<file path="src/rtl/direction_normalize_pkg.sv">
// direction_normalize_pkg
//   Shared ray-direction types used by the normalisation pipeline, plus the
//   latency constants of the square-root and divider stages.
//   Word width and fraction width come from the WIDTH / Q_BITS macros, which
//   default to 32 / 16 when the build does not set them.
//   Types:
//     RayDirection     - x/y/z signed Q-format components
//     RayDirection_sqr - x/y/z plus their unsigned Q-format squares
`ifndef WIDTH
`define WIDTH 32
`endif
`ifndef Q_BITS
`define Q_BITS 16
`endif

package direction_normalize_pkg;

  typedef struct packed {
    logic [`WIDTH-1:0] x;
    logic [`WIDTH-1:0] y;
    logic [`WIDTH-1:0] z;
  } RayDirection;

  typedef struct packed {
    logic [`WIDTH-1:0] x;
    logic [`WIDTH-1:0] y;
    logic [`WIDTH-1:0] z;
    logic [`WIDTH-1:0] sqr_x;
    logic [`WIDTH-1:0] sqr_y;
    logic [`WIDTH-1:0] sqr_z;
  } RayDirection_sqr;

  // Root bits produced by the bit-serial square root of (S << q_bits),
  // where S is width+2 bits wide: ceil((width + 2 + q_bits) / 2).
  function automatic int unsigned n_sqrt(input int unsigned width, input int unsigned q_bits);
    return (width + q_bits + 3) / 2;
  endfunction

  // Quotient bits produced for one component: |c| << q_bits is width+q_bits wide.
  function automatic int unsigned n_div(input int unsigned width, input int unsigned q_bits);
    return width + q_bits;
  endfunction

endpackage

</file>
<file path="src/rtl/fx_seq_divider.sv">
// fx_seq_divider
//   Restoring unsigned divider, one quotient bit per clock.
//   The first bit is computed on the same edge that samples start_i, so a
//   DividendW-bit quotient is complete DividendW edges after start and done_o
//   is high for the following cycle with quotient_o valid. Division by zero
//   yields an all-ones quotient.
//   Ports:
//     clk, rst    - clock, synchronous active-high reset
//     start_i     - load operands and begin (restarts if already busy)
//     dividend_i  - unsigned dividend
//     divisor_i   - unsigned divisor
//     busy_o      - iterations still pending after the start edge
//     done_o      - one-cycle pulse, quotient_o holds the result
//     quotient_o  - floored quotient
module fx_seq_divider #(
  parameter int unsigned DividendW = 48,
  parameter int unsigned DivisorW  = 25
) (
  input  logic                 clk,
  input  logic                 rst,
  input  logic                 start_i,
  input  logic [DividendW-1:0] dividend_i,
  input  logic [DivisorW-1:0]  divisor_i,
  output logic                 busy_o,
  output logic                 done_o,
  output logic [DividendW-1:0] quotient_o
);

  localparam int unsigned CntW = $clog2(DividendW);

  // quo_q shifts dividend bits out of the top and quotient bits in at the bottom.
  logic [DividendW-1:0] quo_q, quo_d, quo_cur;
  logic [DivisorW-1:0]  rem_q, rem_d, rem_cur;
  logic [DivisorW-1:0]  dvs_q, dvs_d, dvs_cur;
  logic [DivisorW:0]    rem_sh;
  logic [CntW-1:0]      cnt_q, cnt_d, cnt_cur;
  logic                 busy_q, busy_d, done_q, done_d;
  logic                 q_bit;

  always_comb begin
    quo_cur = start_i ? dividend_i : quo_q;
    rem_cur = start_i ? '0 : rem_q;
    dvs_cur = start_i ? divisor_i : dvs_q;
    cnt_cur = start_i ? '0 : cnt_q;
    rem_sh  = {rem_cur, quo_cur[DividendW-1]};
    q_bit   = (rem_sh >= {1'b0, dvs_cur});

    quo_d  = quo_q;
    rem_d  = rem_q;
    dvs_d  = dvs_q;
    cnt_d  = cnt_q;
    busy_d = busy_q;
    done_d = 1'b0;
    if (start_i || busy_q) begin
      quo_d  = {quo_cur[DividendW-2:0], q_bit};
      // Remainder stays below the divisor, so the low bits carry the exact difference.
      rem_d  = q_bit ? (rem_sh[DivisorW-1:0] - dvs_cur) : rem_sh[DivisorW-1:0];
      dvs_d  = dvs_cur;
      cnt_d  = cnt_cur + CntW'(1);
      busy_d = 1'b1;
      if (cnt_cur == CntW'(DividendW - 1)) begin
        cnt_d  = '0;
        busy_d = 1'b0;
        done_d = 1'b1;
      end
    end
  end

  always_ff @(posedge clk) begin
    if (rst) begin
      quo_q  <= '0;
      rem_q  <= '0;
      dvs_q  <= '0;
      cnt_q  <= '0;
      busy_q <= 1'b0;
      done_q <= 1'b0;
    end else begin
      quo_q  <= quo_d;
      rem_q  <= rem_d;
      dvs_q  <= dvs_d;
      cnt_q  <= cnt_d;
      busy_q <= busy_d;
      done_q <= done_d;
    end
  end

  assign busy_o     = busy_q;
  assign done_o     = done_q;
  assign quotient_o = quo_q;

endmodule

</file>
<file path="src/rtl/direction_normalize.sv">
// direction_normalize
//   Normalises a ray direction to unit length in Q-format:
//   S = x^2+y^2+z^2 (from the supplied squares), M = floor(sqrt(S << Q_BITS)),
//   c_out = sign(c) * min(floor((|c| << Q_BITS) / M), 1.0).
//   Square root runs inline (one root bit per cycle); the three divisions share
//   one fx_seq_divider. Latency 2 + N_SQRT + 3*N_DIV edges from acceptance.
//   Optional build macro DIRECTION_NORMALIZE_ZERO_CHECK_EN: a zero vector
//   (S == 0) skips straight to DONE and reports zero_err; otherwise zero_err
//   is tied low and a zero divisor saturates each component to 1.0.
//   Ports:
//     clk, rst  - clock, synchronous active-high reset
//     start     - RDS_in valid
//     RDS_in    - components and their squares
//     ready     - idle, a vector is accepted this cycle
//     valid_out - one-cycle pulse, RD_out holds a new result
//     RD_out    - normalised direction, held until the next result or reset
//     overrun   - one-cycle pulse after start was seen while busy
//     zero_err  - pulses with valid_out for a zero vector
module direction_normalize
  import direction_normalize_pkg::*;
#(
  parameter int unsigned WIDTH  = `WIDTH,
  parameter int unsigned Q_BITS = `Q_BITS
) (
  input  logic            clk,
  input  logic            rst,
  input  logic            start,
  input  RayDirection_sqr RDS_in,
  output logic            ready,
  output logic            valid_out,
  output RayDirection     RD_out,
  output logic            overrun,
  output logic            zero_err
);

  localparam int unsigned NSqrt = n_sqrt(WIDTH, Q_BITS);
  localparam int unsigned NDiv  = n_div(WIDTH, Q_BITS);
  localparam int unsigned SumW  = WIDTH + 2;
  localparam int unsigned RadW  = 2 * NSqrt;
  localparam int unsigned CntW  = $clog2(NDiv);
  localparam logic [WIDTH-1:0] One = WIDTH'(1) << Q_BITS;

  typedef enum logic [2:0] {
    StIdle, StSum, StSqrt, StDivX, StDivY, StDivZ, StDone
  } state_e;

  state_e             state_q;
  logic [CntW-1:0]    cnt_q;
  RayDirection_sqr    rds_q;
  logic [RadW-1:0]    sq_rad_q;
  logic [NSqrt:0]     sq_rem_q;
  logic [NSqrt-1:0]   sq_root_q;
  logic [WIDTH-1:0]   res_x_q, res_y_q;
`ifdef DIRECTION_NORMALIZE_ZERO_CHECK_EN
  logic               zero_q;
  logic               zero_err_q;
`endif

  logic [SumW-1:0]    sum;
  logic [NSqrt+2:0]   sq_rem_sh, sq_trial;
  logic               sq_bit;
  logic [NSqrt:0]     sq_rem_d;
  logic [NSqrt-1:0]   sq_root_d;
  logic [WIDTH-1:0]   comp, comp_abs;
  logic [NDiv-1:0]    div_dividend, div_quotient;
  logic               div_start, div_busy, div_done;

  // Saturate a quotient to 1.0 and reapply the component sign.
  function automatic logic [WIDTH-1:0] clamp_sign(input logic [NDiv-1:0] q, input logic neg);
    logic [WIDTH-1:0] mag;
    mag = (q > NDiv'(One)) ? One : q[WIDTH-1:0];
    return neg ? (~mag + WIDTH'(1)) : mag;
  endfunction

  always_comb begin
    sum = SumW'(rds_q.sqr_x) + SumW'(rds_q.sqr_y) + SumW'(rds_q.sqr_z);

    // Restoring square root: bring down two radicand bits, try (4*root + 1).
    sq_rem_sh = {sq_rem_q, sq_rad_q[RadW-1 -: 2]};
    sq_trial  = {1'b0, sq_root_q, 2'b01};
    sq_bit    = (sq_rem_sh >= sq_trial);
    sq_rem_d  = sq_bit ? (sq_rem_sh[NSqrt:0] - sq_trial[NSqrt:0]) : sq_rem_sh[NSqrt:0];
    sq_root_d = {sq_root_q[NSqrt-2:0], sq_bit};

    case (state_q)
      StDivY:  comp = rds_q.y;
      StDivZ:  comp = rds_q.z;
      default: comp = rds_q.x;
    endcase
    comp_abs     = comp[WIDTH-1] ? (~comp + WIDTH'(1)) : comp;
    div_dividend = {comp_abs, {Q_BITS{1'b0}}};
    div_start    = ((state_q == StDivX) || (state_q == StDivY) || (state_q == StDivZ)) &&
                   (cnt_q == '0) && !div_busy;
  end

  fx_seq_divider #(
    .DividendW (NDiv),
    .DivisorW  (NSqrt)
  ) u_div (
    .clk        (clk),
    .rst        (rst),
    .start_i    (div_start),
    .dividend_i (div_dividend),
    .divisor_i  (sq_root_q),
    .busy_o     (div_busy),
    .done_o     (div_done),
    .quotient_o (div_quotient)
  );

  always_ff @(posedge clk) begin
    if (rst) begin
      state_q   <= StIdle;
      cnt_q     <= '0;
      rds_q     <= '0;
      sq_rad_q  <= '0;
      sq_rem_q  <= '0;
      sq_root_q <= '0;
      res_x_q   <= '0;
      res_y_q   <= '0;
      ready     <= 1'b1;
      valid_out <= 1'b0;
      RD_out    <= '0;
      overrun   <= 1'b0;
`ifdef DIRECTION_NORMALIZE_ZERO_CHECK_EN
      zero_q     <= 1'b0;
      zero_err_q <= 1'b0;
`endif
    end else begin
      valid_out <= 1'b0;
      overrun   <= start & ~ready;
`ifdef DIRECTION_NORMALIZE_ZERO_CHECK_EN
      zero_err_q <= 1'b0;
`endif
      // The divider's done pulse lands in the first cycle of the next state.
      if (div_done && (state_q == StDivY)) res_x_q <= clamp_sign(div_quotient, rds_q.x[WIDTH-1]);
      if (div_done && (state_q == StDivZ)) res_y_q <= clamp_sign(div_quotient, rds_q.y[WIDTH-1]);

      unique case (state_q)
        StIdle: begin
          if (start) begin
            rds_q   <= RDS_in;
            ready   <= 1'b0;
            state_q <= StSum;
          end
        end
        StSum: begin
          sq_rad_q  <= RadW'({sum, {Q_BITS{1'b0}}});
          sq_rem_q  <= '0;
          sq_root_q <= '0;
          cnt_q     <= '0;
          state_q   <= StSqrt;
`ifdef DIRECTION_NORMALIZE_ZERO_CHECK_EN
          zero_q <= (sum == '0);
          if (sum == '0) state_q <= StDone;
`endif
        end
        StSqrt: begin
          sq_rad_q  <= {sq_rad_q[RadW-3:0], 2'b00};
          sq_rem_q  <= sq_rem_d;
          sq_root_q <= sq_root_d;
          if (cnt_q == CntW'(NSqrt - 1)) begin
            cnt_q   <= '0;
            state_q <= StDivX;
          end else begin
            cnt_q <= cnt_q + CntW'(1);
          end
        end
        StDivX, StDivY, StDivZ: begin
          if (cnt_q == CntW'(NDiv - 1)) begin
            cnt_q   <= '0;
            state_q <= (state_q == StDivX) ? StDivY :
                       (state_q == StDivY) ? StDivZ : StDone;
          end else begin
            cnt_q <= cnt_q + CntW'(1);
          end
        end
        StDone: begin
          RD_out.x  <= res_x_q;
          RD_out.y  <= res_y_q;
          RD_out.z  <= clamp_sign(div_quotient, rds_q.z[WIDTH-1]);
          valid_out <= 1'b1;
          ready     <= 1'b1;
          state_q   <= StIdle;
`ifdef DIRECTION_NORMALIZE_ZERO_CHECK_EN
          if (zero_q) begin
            RD_out     <= '0;
            zero_err_q <= 1'b1;
          end
`endif
        end
        default: state_q <= StIdle;
      endcase
    end
  end

`ifdef DIRECTION_NORMALIZE_ZERO_CHECK_EN
  assign zero_err = zero_err_q;
`else
  assign zero_err = 1'b0;
`endif

endmodule
</file>
<file path="config.mk">
export PLATFORM = sky130hd
export DESIGN_NAME = direction_normalize
export DESIGN_NICKNAME = d
export VERILOG_FILES = /design/src/rtl/direction_normalize_pkg.sv /design/src/rtl/fx_seq_divider.sv /design/src/rtl/direction_normalize.sv
export SDC_FILE = /design/constraint.sdc
export NUM_CORES = 1
export LEC_CHECK = 0
export BUFFER_PORTS_ARGS = -buffer_cell sky130_fd_sc_hd__buf_2
export CORE_ASPECT_RATIO = 1.25
export CORE_MARGIN = 2
export CORE_UTILIZATION = 50
export DETAILED_ROUTE_END_ITERATION = 16
export PLACE_DENSITY = 0.72
export SYNTH_ARGS = -nofsm -noshare
export SYNTH_HDL_FRONTEND = slang
export SYNTH_SLANG_ARGS = --single-unit
</file>
<file path="constraint.sdc">
create_clock -name clk -period 4.6 [get_ports clk]
set_clock_uncertainty 0.2 [all_clocks]
set_input_delay 0.69 -clock clk [delete_from_list [all_inputs] [get_ports clk]]
set_output_delay 0.69 -clock clk [all_outputs]
set_load 0.02 [all_outputs]
</file>
# Word-level counts from Yosys, hierarchy flattened

Index checks and enable logic that the tools add are counted.

Bits in registers: 571
Bits in read-only memories: 0
Latch bits: 0
Memories kept: 0
Logic and storage cells: 101
Bits in writable memories: 0
Output and inout port bits: 100
Bits of input ports: 195

Magnitude comparators: 3
Shift-type cells: 0
Add/subtract/negate cells: 8
Muxes and demuxes: 30
Bitwise logic cells: 5
Multipliers: 0
Reductions and logical operators: 18
Equality and inequality tests: 12
Divide/modulo/power cells: 0

Operator list:

| operator              | number |
|---|---|
| $mux 32               | 5 |
| $pmux 50 s2           | 1 |
| $mux 25               | 3 |
| $add 32x1->32 const B | 2 |
| $not 32->32           | 2 |
| $pmux 32 s2           | 1 |
| $pmux 26 s2           | 1 |
| $pmux 25 s2           | 1 |
| $gt 48x17->1 const B  | 1 |
| $mux 48               | 1 |
| $add 33x32->34        | 1 |
| $add 32x32->33        | 1 |
| $ge 28x27->1          | 1 |
| $ge 26x25->1          | 1 |
| $mux 26               | 1 |
| $sub 26x26->26        | 1 |
| $sub 25x25->25        | 1 |
| $mux 6                | 4 |
| $pmux 6 s3            | 1 |
| $add 6x1->6 const B   | 2 |
| $eq 6x6->1 const B    | 2 |
| $pmux 3 s4            | 1 |
| $eq 3x3->1 const B    | 3 |
| $mux 3                | 3 |
| other kinds (20)      | 35 |

# Longest topological paths before layout

Gate-level depths: netlist of the first run.

Depth in word-level cells: 8
Depth in mapped cells: 22
Depth with buffers taken out: 19

# Cells and area by module

A second synthesis of the first run with hierarchy kept.

Cells, all modules: 3321
Area, all modules: 27705.3 µm²

By module, submodules not included:

| module              | sequential area each (µm²) | area an instance (µm²) | instances | cells an instance |
|---|---|---|---|---|
| direction_normalize | 8988.6                     | 21310.4                | 1         | 2543 |
| fx_seq_divider      | 2122.0                     | 6394.9                 | 1         | 778 |

# Worst setup path before layout of the first run

OpenSTA, ideal clock, no wires.

Kind: register to register
From: register state_q[2]
To: register u_div.rem_q[17]
Stages on the path, launching flop included: 22
Setup time: 0.138 ns
Buffers on the path: 3
Path slack: -0.412 ns
Required time: 4.262 ns
Arrival: 4.675 ns
Period minus slack after synthesis: 5.012 ns
Cells stage by stage: dfxtp_1 nor2b_1 buf_2 buf_2 mux2i_1 nand4_1 nor3_2 and3_1 a32oi_1 ha_1 inv_1 fa_1 a21o_1 a221oi_1 a22oi_1 nand3_1 a211oi_1 a211o_1 buf_2 or4b_2 o21ai_0 a211oi_1

Longest elaborated chain between the ends: 8
Elaborated cells on any way between the ends: 18
Those cells by class: add/sub (2); order compare (1); eq/ne (3); mux (6); bitwise (1); reduce/logical (5)

Ends and longest elaborated chain:

| item                                               | RTL line                                             | text |
|---|---|---|
| from (decl)                                        | direction_normalize.sv:47                            | `state_e state_q;` |
| from (signal assigned)                             | direction_normalize.sv:112                           | `state_q <= StIdle;` |
| from (signal assigned)                             | direction_normalize.sv:143                           | `state_q <= StSum;` |
| from (signal assigned)                             | direction_normalize.sv:151                           | `state_q <= StSqrt;` |
| $eq 3x3->1 or $eq 3x2->1 (tied branches)           | direction_normalize.sv:85, direction_normalize.sv:92 |  |
| $pmux 32 s2 or $logic_or 1x1->1 (tied branches)    | direction_normalize.sv:85, direction_normalize.sv:92 |  |
| $not 32->32 or $logic_or 1x1->1 (tied branches)    | direction_normalize.sv:90, direction_normalize.sv:92 |  |
| $add 32x1->32 or $logic_and 1x1->1 (tied branches) | direction_normalize.sv:90, direction_normalize.sv:92 |  |
| $mux 32 or $logic_and 1x1->1 (tied branches)       | direction_normalize.sv:90, direction_normalize.sv:93 |  |
| $mux 48, or another cell as far along              | fx_seq_divider.sv:41                                 | `quo_cur = start_i ? dividend_i : quo_q;` |
| $sub 25x25->25 or $ge 26x25->1 (tied branches)     | fx_seq_divider.sv:57, fx_seq_divider.sv:46           |  |
| $mux 25                                            | fx_seq_divider.sv:57                                 | `rem_d = q_bit ? (rem_sh[DivisorW-1:0] - dvs_cur) : rem_sh[DivisorW-1:0];` |
| to (signal assigned)                               | fx_seq_divider.sv:79                                 | `rem_q <= rem_d;` |
| to (decl)                                          | fx_seq_divider.sv:33                                 | `logic [DivisorW-1:0] rem_q, rem_d, rem_cur;` |

Several ways; a longest one is shown, not always the timed one.
A chain may end at the register's enable or synchronous reset.

# Worst setup path in the final report of the first run

From: register state_q[0]
To: register u_div.rem_q[17]

Same word-level chain as after synthesis.

==> results of run 1 <==
per-stage QoR:
stage	power [W]	hold slack (ps)	setup slack (ps)	instance area, sq um	utilization, %
floorplan	0.0110	222	4.82	26900	-
detailed placement	0.0140	232	-61.4	29100	55.2
finish	0.0195	108	-19.8	31500	59.7
global placement	0.0146	229	18.3	29100	55.2
CTS	0.0194	85.3	4.38	31100	58.9
global route	0.0223	92.2	-152	31500	59.7
cell usage in the layout (no fill, tap or decap), types with 16 or more instances in the layout:
cell,instances
buf_4,81
a22o_1,92
buf_2,292
a221oi_1,17
nor3_1,44
nand2_1,609
o22ai_1,19
inv_1,56
a31oi_1,16
nor2_1,253
nand3_1,41
a21o_1,74
a222oi_1,19
mux2_2,22
dfxtp_1,551
mux2i_1,26
a21oi_1,354
and2_1,38
nand2b_1,24
xnor2_1,81
clkbuf_16,61
ha_1,84
a211oi_1,39
o21ai_0,109
xor2_1,49
a22oi_1,47
fa_1,33
power groups by stage:
stage | combinational [W] | clock (W) | sequential (W)
finish | 0.00909 | 0.00475 | 0.00564
global route | 0.0115 | 0.00502 | 0.00579
CTS | 0.00894 | 0.00482 | 0.00566
detailed placement | 0.00831 | 0 | 0.00573
global placement | 0.00881 | 0 | 0.00576
floorplan | 0.00546 | 0 | 0.00557
area by class of cell:
type	count	area, sq um	area share (%)
Timing Repair Buffer	392	2460	7.83
Tap cell	672	841	2.67
Antenna cell	2	5.00	0.0159
Multi-Input combinational cell	2368	14900	47.3
Sequential cell	555	11100	35.3
Clock buffer	77	1620	5.15
Inverter	57	214	0.680
Clock inverter	27	312	0.990
registers in the layout (all words and copies together) (netlist names):
register / count
rds_q: 192
RD_out: 96
u_div.quotient_o: 48
sq_rad_q: 34
res_x_q: 32
res_y_q: 32
sq_rem_q: 26
sq_root_q: 25
u_div.dvs_q: 25
u_div.rem_q: 25
cnt_q: 6
u_div.cnt_q: 6
state_q: 3
overrun: 1
ready: 1
u_div.busy_o: 1
u_div.done_o: 1
valid_out: 1
worst min-delay path: stages:
cell and delay [ps]:
buf_2 90, nand2_1 40, a21oi_1 50
logic make-up (layout without fill, tap and decap cells):
logic type	count (synthesis)	count (layout)
AOI/OAI and AO/OA	902	902
xor gates and xnor gates	130	130
adders and majority gates	122	122
buffers and inverters	273	553
DFF	555	555
muxes	72	72
other	1	3
and+or+nand+nor	1141	1141
worst min-delay path by stage:
stage	to	depth (start not counted)	startpoint
after global placement	RD_out[31]	1	RD_out[31]
after floorplan	res_x_q[18]	2	res_x_q[18]
final	rds_q[55]	3	RDS_in[55]
after global routing	rds_q[92]	3	RDS_in[92]
after CTS	rds_q[87]	3	RDS_in[87]
after detailed placement	res_y_q[26]	2	res_y_q[26]
per-layer routing:
metal	GRT usage [%]	vias up	routed length [um]
li1	-	11700	-
met5	0	-	0
met3	3.12	120	3100
met4	7.18	0	1830
met1	30.8	11000	29800
met2	40.8	561	33200
timing repair:
action	4_1_cts	5_1_grt
cloned	1	4
endpoints found under the hold margin	0	0
pin swaps	0	29
gates resized for setup	2	53
setup buffers	1	6
endpoints found under the setup margin	5	25
==> impl_metrics.toml, run 1 <==
[run_status]
outcome = "finished with violations"
violations = "setup timing"

[yosys]
synth_commonest_cells = "nand2_1, dfxtp_1, a21oi_1, nor2_1, clkbuf_1"
synth_area_leader_cell = "dfxtp_1"
synth_fa_ha_area_share_pct = 6.68
synth_compound_area_share_pct = 21.8
synth_edf_count = 0
ys_async_sr_fraction_pct = 0
yosysWarnings = 0
synthCells = 3196
yosys-top-cells-area = "dfxtp_1, nand2_1, a21oi_1, ha_1, nor2_1"
ys_ff_latch = 555
synth_mux_area_share_pct = 2.83
synthDistinctLibCells = 81
synth_fp_nets = 3513
synth-simple-area-share_pct = 18.7
ys_seq_area_share_pct = 41.6
ys.flop_type = "dfxtp_1"
synth-xor-area-share_pct = 4.27
syn_area_sq_um = 26700
synth_top_area_share_pct = 41.6
synth_top_family_by_area = "compound AO/OA/AOI/OAI gates"
post-synth-top-count-cell = "nand2_1"
syn_avg_cell_area_sq_um = 8.35

[placed_design]
dp.final_hpwl_um = 46700
globalplace.congestion = 0.872
port_buffers = 293
place_inst = 4032

[clock_tree]
path_clk_slew_ps = 60
clkLatencyLatePin_ps = 610
numCtsBuffers = 55
cts_tree = "yes"
cts_hold_buffers = 0
h-tree-depth = 2
root_buffer = "clkbuf_16"
clock_sinks = 555
cts_buffer_depth = 3

[layout]
areaGrowthSynthToFinish_pct = 17.9
fin_cells = 4150
fillers = 4726
nNetsFinal = 3746
post_route_cells_drive_above_1_share_pct = 17.4

[power_and_ir_drop]
peakVddDrop_uv = 693
p_clk_share_pct = 24.4
leakage_nw = 13.2
netSwitchingFraction_pct = 39.0
power.density_nw_per_um2 = 619
p_seq_share_pct = 28.9
p_sw_w = 0.00760
p_int_w = 0.0119
combPwrFrac_pct = 46.7

[critical_path]
cp-start-kind = "flip-flop"
cp_top_family = "compound AO/OA/AOI/OAI gates"
crit_cells = 19
r2r-start = "state_q[0]"
crit_type = "reg -> reg"
crit_chain = "buf_12, mux2_2, mux2i_2, nand4_1, nor3_4, and3_4, a32oi_4, ha_2, inv_2, fa_2, a21o_1, a221oi_4, a22oi_2, nand3_2, a211oi_2, a211o_2, or4b_4, o21ai_1, a211oi_1"
cp_data_required_time_ps = 4840
crit_path_start = "state_q[0]"
crit_arrival_ps = 4860
crit_end = "u_div.rem_q[17]"
end_kind = "flip-flop"
crit_slowest_cell = "or4b_4"
worstRegToRegCells = 19
cp_num_buf_inv = 2
r2r_slack_ps = -20
worstReg2RegEnd = "u_div.rem_q[17]"
path_max_fanout = 12
critPathMaxStageDelay_ps = 480

[floorplan]
die_h_um = 262
die_x_um = 211
num_rows = 94
core_area_sq_um = 52700
die_area_sq_um = 55200
io_pins = 295
initial_core_util_pct = 50.6

[global_route]
grt_start_max_net_pins = 188
grt_pass1_vias = 22000
grt_pass1_wl_um = 110000
overflow = 0
grtUsageTotal_pct = 23.7
antenna_found_initial = 3

[route]
post_drt_via_cell_ratio = 5.63
vias = 23300
wire_per_inst_um = 16.4
drtAntennaViolNets = 0
drtIter0Drc = 1711
wl_um = 67900
drt_pass1_iterations = 6
drcViolationCount = 0

[sta]
finalSetupViolations = 1
max_freq_mhz = 216
fin_crit_ps = 4620
rsz0062_at_grt = "true"
worstMarginPinSlew_ps = 1250
post-route-period-util_pct = 100
timing.setup.tns_ps = -19.8
hold_viol = 0
drv_slew = 0
slew_headroom_pct = 16.5
worst_slack_ps = -19.8

[hold_path]
holdCritPathClass = "in -> reg"

[flow_run]
cap_violations = 0
Note: power is estimated with default switching activity, not from simulation.
==> run 2, diff against run 1 <==
--- a/config.mk
+++ b/config.mk
@@ -11,6 +11,8 @@
 export CORE_UTILIZATION = 50
 export DETAILED_ROUTE_END_ITERATION = 16
 export PLACE_DENSITY = 0.72
+export SKIP_CTS_REPAIR_TIMING = 1
 export SYNTH_ARGS = -nofsm -noshare
 export SYNTH_HDL_FRONTEND = slang
 export SYNTH_SLANG_ARGS = --single-unit
+export TNS_END_PERCENT = 1
==> run 2 against run 1 <==
  * The flow now finishes without violations
  * Highest routed layer unchanged
  * Sequential power barely moved
  * Die area did not move
  * Via count barely moved
  * Cell area fell by 0.64%
  * Register-to-register slack improved by 50 ps
  * Global-route usage fell by 0.061 points
  * Routed wire length fell by 0.42%
  * Setup slack improved by 50 ps
  * Worst hold slack improved by 2.0 ps
==> impl_metrics.toml, run 2 (same netlist as run 1, synthesis figures left out) <==
[critical_path]
crit_arrival_ps = 4830
cp-start-kind = "flip-flop"
end_kind = "flip-flop"
critPathMaxStageDelay_ps = 600
path_max_fanout = 12
crit_slowest_cell = "or4b_2"
crit_type = "reg -> reg"
crit_chain = "buf_12, mux2_2, mux2i_2, nand4_1, nor3_4, and3_4, a32oi_2, ha_2, inv_2, fa_2, a21o_1, a221oi_4, a22oi_2, nand3_2, a211oi_2, a211o_1, or4b_2, o21ai_1, a211oi_1"
cp_data_required_time_ps = 4860

[global_route]
grt_pass1_vias = 22000
grtUsageTotal_pct = 23.6
grt_start_max_net_pins = 188
grt_pass1_wl_um = 110000
overflow = 0
antenna_found_initial = 3

[route]
drtIter0Drc = 1685
drt_pass1_iterations = 6
drtAntennaViolNets = 0
drcViolationCount = 0
wl_um = 67700
vias = 23300
post_drt_via_cell_ratio = 5.63
wire_per_inst_um = 16.3

[sta]
max_freq_mhz = 219
hold_viol = 0
holdWs_ps = 110
post-route-period-util_pct = 99.4
worstMarginPinSlew_ps = 1250
slew_headroom_pct = 16.0
fin_crit_ps = 4570
drv_slew = 0
rsz0062_at_grt = "true"
worst_slack_ps = 29.7
finalSetupViolations = 0

[layout]
areaGrowthSynthToFinish_pct = 17.1
post_route_cells_drive_above_1_share_pct = 16.9
fillers = 4771
largest_reg_flops = 192
fin_util_pct = 59.3
mostFrequentLayoutCells = "nand2_1, dfxtp_1, a21oi_1"
nNetsFinal = 3741
largest-register = "rds_q"
final_common_cell = "nand2_1"

[power_and_ir_drop]
leakage_nw = 13.2
peakVddDrop_uv = 707
power.density_nw_per_um2 = 628

[floorplan]
initial_core_util_pct = 50.6
die_area_sq_um = 55200
die_x_um = 211
io_pins = 295
num_rows = 94
core_area_sq_um = 52700
die_h_um = 262

[placed_design]
pre_cts_ws_ps = -61.4
port_buffers = 293
dp.final_hpwl_um = 46700
globalplace.congestion = 0.872

[run_status]
outcome = "finished clean"

[hold_path]
holdCritPathClass = "in -> reg"

[clock_tree]
numCtsBuffers = 55
cts_tree = "yes"
root_buffer = "clkbuf_16"
clkLatencyLatePin_ps = 610
cts_buffer_depth = 3
path_clk_slew_ps = 60
clock_sinks = 555
h-tree-depth = 2

[flow_run]
cap_violations = 0
## run 2: cell types whose count changed in the layout (fill, tap and decap cells not counted), sizes merged
cell and delta:
buf -4, clkbuf -1
## run 2: area by class of cell
type / count / area, sq um / area share (%)
clock buffer: 77 / 1620 / 5.19
tap: 672 / 841 / 2.69
timing repair buffer: 387 / 2360 / 7.55
inverter: 57 / 214 / 0.684
clock inverter: 27 / 312 / 0.997
antenna: 2 / 5.00 / 0.0160
multi-input combinational: 2368 / 14800 / 47.3
sequential: 555 / 11100 / 35.6
## run 2: path summary, 6_finish.rpt
check / start / to / slack, ps / depth (start not counted)
max: state_q[0] / u_div.rem_q[17] / 30 / 19
min: RDS_in[55] / rds_q[55] / 110 / 3
max reg2reg: state_q[0] / u_div.rem_q[17] / 30 / 19
min reg2reg: res_y_q[28] / res_y_q[28] / 240 / 2
## run 2: per-stage QoR
stage	TNS [ps]	instances	cell area, sq um	total power (W)
after floorplan	0	3196	26900	0.0110
after global routing	-695	4145	31300	0.0218
after CTS	-180	4136	31000	0.0194
final	0	4145	31300	0.0196
after detailed placement	-61.4	4032	29100	0.0140
after global placement	0	4032	29100	0.0146
## run 2: report_power, final
group / internal, W / total, W / leakage [nW] / switching [W]
sequential: 0.00529 / 0.00567 / 4.51 / 0.000374
combinational: 0.00381 / 0.00923 / 7.73 / 0.00541
clock: 0.00276 / 0.00475 / 0.950 / 0.00199
## run 2: per-layer routing
metal	vias to the layer above	GRT usage, %	part of all wire (%)
met5	-	0	0
met4	0	7.04	2.8
met3	123	3.11	4.6
met2	578	40.6	49
met1	11000	30.9	44
li1	11700	-	-
## run 2: critical path: cells and delay by family, from the launching register on
kind	cells	cell delay (ps)
flip-flops	1	390
multiplexers	2	540
buffers and inverters	2	210
AND/OR/NAND/NOR	5	1410
AO/OA/AOI/OAI	8	1220
adder cells (fa/ha/maj)	2	430
